$ cat config.mk
export PLATFORM = sky130hd
export DESIGN_NAME = iter_muldiv_unit
export DESIGN_NICKNAME = d
export VERILOG_FILES = /design/src/rtl/iter_muldiv_unit.sv
export SDC_FILE = /design/constraint.sdc
export NUM_CORES = 1
export LEC_CHECK = 0
export CORE_MARGIN = 4
export CORE_UTILIZATION = 55
export CTS_CLUSTER_SIZE = 30
export DETAILED_ROUTE_END_ITERATION = 10
export PLACE_DENSITY = 0.89
export SYNTH_ARGS = -nofsm -noshare
export SYNTH_HDL_FRONTEND = slang
export SYNTH_SLANG_ARGS = --single-unit
export TNS_END_PERCENT = 30
$ cat constraint.sdc
create_clock -name clk -period 6.4 [get_ports clk]
set_input_delay 0.96 -clock clk [delete_from_list [all_inputs] [get_ports clk]]
set_output_delay 0.96 -clock clk [all_outputs]
set_load 0.01 [all_outputs]
$ cat src/rtl/iter_muldiv_unit.sv
// iter_muldiv_unit
//   Multi-cycle unsigned multiply/divide unit sitting beside the single-cycle ALU.
//   It accepts two register-file operands, iterates one bit per clock
//   (shift-add for multiply, restoring shift-subtract for divide) and presents
//   a single write-back strobe with the destination register index and result.
//
// Ports
//   clk       rising-edge clock
//   rst       synchronous reset, active-high (priority over start)
//   start     request, accepted only while busy=0
//   op        00 MUL_LO, 01 MUL_HI, 10 DIV_Q, 11 DIV_R
//   a_in      multiplicand / dividend
//   b_in      multiplier / divisor
//   dest_reg  destination register index
//   busy      high while an operation is in flight (RUN and WB)
//   wb_we     one-cycle write strobe
//   wb_reg    destination index, qualified by wb_we
//   wb_data   result, qualified by wb_we
module iter_muldiv_unit #(
  parameter int WIDTH      = 16,
  parameter int REG_ADDR_W = 4
) (
  input  logic                  clk,
  input  logic                  rst,
  input  logic                  start,
  input  logic [1:0]            op,
  input  logic [WIDTH-1:0]      a_in,
  input  logic [WIDTH-1:0]      b_in,
  input  logic [REG_ADDR_W-1:0] dest_reg,
  output logic                  busy,
  output logic                  wb_we,
  output logic [REG_ADDR_W-1:0] wb_reg,
  output logic [WIDTH-1:0]      wb_data
);

  localparam int CNT_W = $clog2(WIDTH) + 1;

  typedef enum logic [1:0] {
    S_IDLE = 2'd0,
    S_RUN  = 2'd1,
    S_WB   = 2'd2
  } state_t;

  state_t                  state;
  state_t                  state_nxt;
  logic [CNT_W-1:0]        cnt;
  logic [1:0]              op_q;
  logic [REG_ADDR_W-1:0]   dest_q;

  // Shared iteration registers:
  //   multiply: hi = running partial product (one carry bit), lo = multiplier
  //             shifting out / product low half shifting in, opnd = multiplicand
  //   divide:   hi = partial remainder, lo = dividend shifting out / quotient
  //             shifting in, opnd = divisor
  logic [WIDTH:0]          hi;
  logic [WIDTH-1:0]        lo;
  logic [WIDTH-1:0]        opnd;

  logic [2*WIDTH:0]        step;
  logic [WIDTH:0]          hi_n;
  logic [WIDTH-1:0]        lo_n;
  logic [WIDTH-1:0]        result;
  logic                    last_step;

  // One shift-add step: conditionally add the multiplicand into the upper
  // half, then shift the whole {hi, lo} pair right by one.
  function automatic logic [2*WIDTH:0] mul_step(input logic [WIDTH:0]   h,
                                                input logic [WIDTH-1:0] l,
                                                input logic [WIDTH-1:0] m);
    logic [WIDTH:0]   sum;
    logic [2*WIDTH:0] t;
    sum = l[0] ? (h + {1'b0, m}) : h;
    t   = {sum, l} >> 1;
    return t;
  endfunction

  // One restoring divide step. The partial remainder is always below the
  // divisor, so the trial difference's top bit is a reliable borrow flag.
  // A zero divisor never borrows, which naturally yields an all-ones quotient
  // and a remainder equal to the dividend.
  function automatic logic [2*WIDTH:0] div_step(input logic [WIDTH:0]   h,
                                                input logic [WIDTH-1:0] l,
                                                input logic [WIDTH-1:0] d);
    logic [WIDTH:0] shifted;
    logic [WIDTH:0] trial;
    shifted = {h[WIDTH-1:0], l[WIDTH-1]};
    trial   = shifted - {1'b0, d};
    if (!trial[WIDTH]) begin
      return {trial, l[WIDTH-2:0], 1'b1};
    end
    return {shifted, l[WIDTH-2:0], 1'b0};
  endfunction

  assign last_step = (cnt == CNT_W'(WIDTH - 1));

  always_comb begin
    step   = op_q[1] ? div_step(hi, lo, opnd) : mul_step(hi, lo, opnd);
    hi_n   = step[2*WIDTH:WIDTH];
    lo_n   = step[WIDTH-1:0];
    // MUL_HI and DIV_R live in the upper register, MUL_LO and DIV_Q in the lower.
    result = op_q[0] ? hi_n[WIDTH-1:0] : lo_n;
  end

  // ---- control: state register ----
  always_ff @(posedge clk) begin
    if (rst) begin
      state <= S_IDLE;
    end else begin
      state <= state_nxt;
    end
  end

  always_comb begin
    state_nxt = state;
    busy      = 1'b0;
    wb_we     = 1'b0;
    case (state)
      S_IDLE: begin
        if (start) state_nxt = S_RUN;
      end
      S_RUN: begin
        busy = 1'b1;
        if (last_step) state_nxt = S_WB;
      end
      S_WB: begin
        busy      = 1'b1;
        wb_we     = 1'b1;
        state_nxt = S_IDLE;
      end
      default: state_nxt = S_IDLE;
    endcase
  end

  // ---- datapath: operand latch, iteration, result capture ----
  always_ff @(posedge clk) begin
    if (rst) begin
      cnt     <= '0;
      op_q    <= '0;
      dest_q  <= '0;
      hi      <= '0;
      lo      <= '0;
      opnd    <= '0;
      wb_reg  <= '0;
      wb_data <= '0;
    end else begin
      case (state)
        S_IDLE: begin
          if (start) begin
            op_q   <= op;
            dest_q <= dest_reg;
            hi     <= '0;
            lo     <= op[1] ? a_in : b_in;
            opnd   <= op[1] ? b_in : a_in;
            cnt    <= '0;
          end
        end
        S_RUN: begin
          hi  <= hi_n;
          lo  <= lo_n;
          cnt <= cnt + 1'b1;
          if (last_step) begin
            wb_data <= result;
            wb_reg  <= dest_q;
          end
        end
        S_WB: begin
          cnt <= '0;
        end
        default: cnt <= '0;
      endcase
    end
  end

endmodule

Word-level counts from Yosys, hierarchy flattened
Cells that the tools add are included.
- bits in registers: 82
- bits of input ports: 41
- output and inout bits: 22
- logic and storage cells: 41
- add/subtract/negate cells: 3
- equal/unequal tests: 5
- mux-type cells: 17
- reductions and logical operators: 7
- operators with widths (cell ; count):
    $mux W33 ; 2
    $mux W16 ; 4
    $mux W17 ; 2
    $pmux W17 S2 ; 1
    $pmux W16 S2 ; 1
    $add A17 B16 Y17 ; 1
    $sub A17 B16 Y17 ; 1
    $pmux W5 S2 ; 1
    $reduce_and A2 Y1 ; 4
    $add A5 B1 Y5 const B ; 1
    $eq A5 B4 Y1 const B ; 1
    $mux W5 ; 1
    $mux W2 ; 2
    $ne A2 B2 Y1 const B ; 2
    $pmux W2 S2 ; 1
    $eq A2 B1 Y1 const B ; 1
    $eq A2 B2 Y1 const B ; 1
    $logic_not A2 Y1 ; 1
    $mux W1 ; 2
    $reduce_bool A2 Y1 ; 1
    $reduce_or A2 Y1 ; 1

Logic depth before layout (Yosys ltp)
- word-level depth: 4
- depth in mapped cells: 19
- gate-level depth less buffers: 17

Least setup slack after synthesis
OpenSTA, ideal clock, no wires.
- path type: reg2reg
- start: register opnd[2]
- end: register wb_data[3]
- arrival time: 3337 ps
- required time: 6269 ps
- slack: 2931 ps
- cell stages (with the launch flop): 18
- cells stage by stage: dfxtp_1 -> inv_1 -> ha_1 -> nor2b_4 -> o31a_1 -> o41a_1 -> a21oi_1 -> nor2b_1 -> o21ai_0 -> nand2b_1 -> ha_1 -> clkbuf_1 -> clkbuf_1 -> o21ai_0 -> o21ai_0 -> a21oi_1 -> a211oi_1 -> nor3_1
- cells in the longest elaborated chain, start to end: 4
- elaborated cells between the ends (all ways): 6
- RTL lines (what ; RTL line ; RTL):
    start: declaration ; 57 ; logic [WIDTH-1:0] opnd;
    start signal: assignment ; 153 ; opnd <= op[1] ? b_in : a_in;
    $add A17 B16 Y17 / $sub A17 B16 Y17 (equally long branches) ; 72, 87 ;
    $mux W17 / $mux W33 (equally long branches) ; 72, 91 ;
    $mux W33 * ; 97 ; step = op_q[1] ? div_step(hi, lo, opnd) : mul_step(hi, lo, opnd);
    $mux W16 * ; 101 ; result = op_q[0] ? hi_n[WIDTH-1:0] : lo_n;
    end signal: assignment ; 162 ; wb_data <= result;
    end: declaration ; 33 ; output logic [WIDTH-1:0] wb_data
Mark *: on every way between the ends. The rest lies on a longest branch, timed or not.
A chain may end at the register's enable or synchronous reset.

Final worst setup path
- start: register lo[15]
- end: register wb_data[4]
- cells in the longest elaborated chain, start to end: 4
- RTL lines (what ; RTL line ; RTL):
    start: declaration ; 56 ; logic [WIDTH-1:0] lo;
    start signal: assignment ; 152 ; lo <= op[1] ? a_in : b_in;
    start signal: assignment ; 159 ; lo <= lo_n;
    $sub A17 B16 Y17 ; 87 ; trial = shifted - {1'b0, d};
    $mux W33 ; 91 ; return {shifted, l[WIDTH-2:0], 1'b0};
    $mux W33 ; 97 ;
    $mux W16 ; 101 ;
Every way passes these cells.

==> metrics.md <==
| Metric | Value |
|---|---|
| Status | `finished, final reports clean` |
| Worst-Margin Slew | `1.022 ns` |
| Worst-skew pair later-pin latency | `~0.36 ns` |
| CTS H-tree lvls | `3` |
| Most frequent cells after synthesis | `nor2_1, dfxtp_1, a21oi_1, a211oi_1, nand2_1` |
| Final Wtd Congestion | `a little over 1` |
| Mux contribution to synthesized area | `around 6.6%` |
| Sequential power share | `44.4%` |
| Synth area leader | `dfxtp_1` |
| Syn nets | `840` |
| Post-CTS setup repair buffer count | `0` |
| Origin of the worst min-delay path | `cnt[4]` |
| First-pass GRT wire length | `between 20 and 30 mm` |
| DR WL/cell | `roughly 18 um` |
| Critical-path maximum fanout | `31` |
| Max FFs per register | `17` |
| CTS tree | `done` |
| Ports | `63` |
| TNS Setup | `0 ns` |
| Biggest register | `hi` |
| Max-Cap Viols | `0` |
| DRT antenna net count | `0` |
| Synth Flop Type | `dfxtp_1` |
| Pwr/cell area | `just under 200 nW/um^2` |
| Critical path launch point type | `register` |
| Clock buffer depth | `2` |
| Hold WC Path Type | `reg -> reg` |
| Crit path kind | `reg -> reg` |
| Vias in the first global route | `~5300` |
| Cts repair resizes | `0` |
| Simple-Gate Fraction of Synth Area | `19.87%` |
| Post-Synth Adder-Cell Area | `around 9.0%` |
| Netlist cell types | `58` |
| DRC | `0` |
| Initial DRC count | `630` |
| Max VDD drop | `0.0001426 V` |
| Sw Pwr | `~460 uW` |
| Launch point of the worst path | `lo[15]` |
| Xor and xnor area share after synthesis | `1.675%` |
| Syn-to-layout area delta | `14.23%` |
| Drt pass-1 iters | `6` |
| Hold buffer count at CTS | `0` |
| All-Layer GR Usage | `between 20% and 30%` |
| Die X | `roughly 110 um` |
| Share of cells above drive strength 1 | `around 3.5%` |
| Clock root buffer | `clkbuf_8` |
| Final period util | `just under 70%` |
| EDFF count, synth | `0` |
| Slowest CP cell | `ha_1` |
| Placed cell area | `between 6000 and 7000 um^2` |
| Pin count of the biggest net entering global routing | `81` |
| Die height | `~110 um` |
| Critical R2R Launch | `lo[15]` |
| CTS Buf Count | `9` |
| Vias | `5915` |
| CP Capture Type | `register` |
| CP arrival | `4.66 ns` |
| Vias per cell | `approximately 6.4` |
| Critical path's largest stage delay | `a little under 1 ns` |
| Final setup violation count | `0` |
| Area fraction of the dominant cell type after synthesis | `between 20% and 30%` |
| Final hold violations | `0` |
| Layout net count | `about 870` |
| Port Buffers | `62` |
| Most common cell in the synthesized netlist | `nor2_1` |
| Async SR Flop Fraction | `0%` |
| Mapped Cells | `roughly 760` |
| Gr ovfl total | `0` |
| Delay-heaviest family, CP | `compound AO/OA/AOI/OAI gates` |
| Register Area | `1642 um^2` |
| Clock network fraction of design power | `between 20% and 30%` |
| Syn Std Cell Area | `approximately 5800 um^2` |
| Antenna cells | `0` |
| Main combinational cell family by area after synthesis | `compound AO/OA/AOI/OAI gates` |
| FF+latch count, synth | `around 80` |
| Yosys warns | `0` |
| CP Buf/Inv Count | `2` |
| Required @ worst endpoint | `around 6.7 ns` |
| Post-Route WL | `between 15 and 20 mm` |
| Dpl hpwl | `around 13 mm` |
| Max Slew Vio Count | `0` |
| Design area | `~6600 um^2` |
| Multi-input gate area | `between 3000 and 4000 um^2` |
| Rel. slew slack | `between 30% and 40%` |
| RSZ-0062 raised after global routing | `no` |
| Switching share of power | `approximately 36%` |
| Syn_area_per_cell | `around 7.6 um^2` |
| Initial antenna violation count | `0` |
| Internal power | `slightly above 800 uW` |
| Rows | `37` |
| Top post-synthesis cells by area | `dfxtp_1, ha_1, a211oi_1` |
| Share of total power in combinational logic | `between 20% and 30%` |
| Worst-path cell chain | `inv_1 -> ha_1 -> fa_1 -> nor2b_4 -> o31a_1 -> o41a_1 -> a21oi_1 -> nor2b_1 -> o21ai_0 -> nand2b_1 -> ha_1 -> inv_1 -> a211oi_1 -> a211oi_1 -> a21oi_1 -> a21oi_1 -> nor3_1` |
| Final min period | `~4.4 ns` |
| Die area | `between 10000 and 15000 um^2` |
| Fill cells | `859` |
| Worst-path clk slew | `approximately 0.09 ns` |
| Pleak | `approximately 0.0024 uW` |
| CP most frequent cell | `a21oi_1` |
| Synth Area in Compound Gates | `between 20 and 30%` |
| Setup Skew | `about 0.016 ns` |
| Core ar. | `10230 um^2` |
| CTS sink cnt | `between 80 and 90` |
| Sequential fraction of the synthesis area | `around 29%` |
| Initial core utilization | `a little under three fifths` |
| FMAX | `approximately 0.23 GHz` |
-- path summary, 6_finish.rpt --
check / end / slack, ns / depth (start not counted)
setup / recovery: wb_data[4] / 2.01 / 17
hold / removal: cnt[4] / 0.46 / 2
setup reg to reg: wb_data[4] / 2.01 / 17
hold reg to reg: cnt[4] / 0.46 / 2
-- power groups by stage --
stage	clock network (uW)	registers, uW	logic [uW]
global placement	0	579	342
detailed placement	0	581	350
global route	375	573	395
CTS	353	569	351
floorplan	0	563	260
finish	354	571	360
-- per-layer routing --
| metal | global-route usage (%) | up-vias | wire length [um] |
|---|---|---|---|
| met5 | 0 | - | 0 |
| met2 | 45.54 | 268 | 8089 |
| li1 | - | 2813 | - |
| met1 | 37.64 | 2782 | 6922 |
| met4 | 12.66 | 0 | 709 |
| met3 | 4.077 | 52 | 1459 |
-- cell families (layout without fill, tap and decap cells) --
| logic type | count (synthesis) | after routing |
|---|---|---|
| mux | 38 | 38 |
| compound gates | 259 | 259 |
| fa+ha+maj | 40 | 40 |
| buf+inv | 82 | 118 |
| xor+xnor | 11 | 11 |
| simple gates | 247 | 247 |
| flops | 82 | 82 |
-- per-stage QoR --
stage          power, uW  utilization [%]  setup WS, ns  hold WS, ns  cells
3_3_place_gp       920.5            62.48         2.304       0.4409    915
4_1_cts             1273            64.20         2.107       0.4587    931
6_report            1284            64.20         2.008       0.4583    931
5_1_grt             1344            64.20         1.629       0.4791    931
2_1_floorplan      822.6                -         2.931       0.4319    759
3_5_place_dp       930.5            62.48         2.149       0.4461    915
-- placed cells by master (no fill, tap or decap), types with 7 or more instances in the layout --
cell and n:
nor2_1 94, dfxtp_1 82, a21oi_1 79, nand2_1 60, a211oi_1 60, clkdlybuf4s50_1 60
o21ai_0 48, mux2i_1 38, ha_1 38, inv_1 35, nor3_1 24, nor2b_1 21
nand3_1 13, nand2b_1 10, a22oi_1 10, a21o_1 9, xnor2_1 9, clkbuf_8 9
o211ai_1 7
-- layout make-up --
cell class | instances | area share (%)
multi-input combinational | 595 | 57.87
sequential | 82 | 24.99
clock buffer | 10 | 1.943
timing repair buffer | 67 | 9.867
tap | 136 | 2.590
clock inverter | 6 | 0.7429
inverter | 35 | 2.000
-- worst reg2reg max path, stage by stage (launching register included) --
cell	delay [ns]
dfxtp_1	0.34
inv_1	0.07
ha_1	0.19
fa_1	0.27
nor2b_4	0.06
o31a_1	0.27
o41a_1	0.41
a21oi_1	0.27
nor2b_1	0.07
o21ai_0	0.16
nand2b_1	0.09
ha_1	0.97
inv_1	0.31
a211oi_1	0.25
a211oi_1	0.07
a21oi_1	0.20
a21oi_1	0.10
nor3_1	0.22
Note: power is estimated with default switching activity, not from simulation.
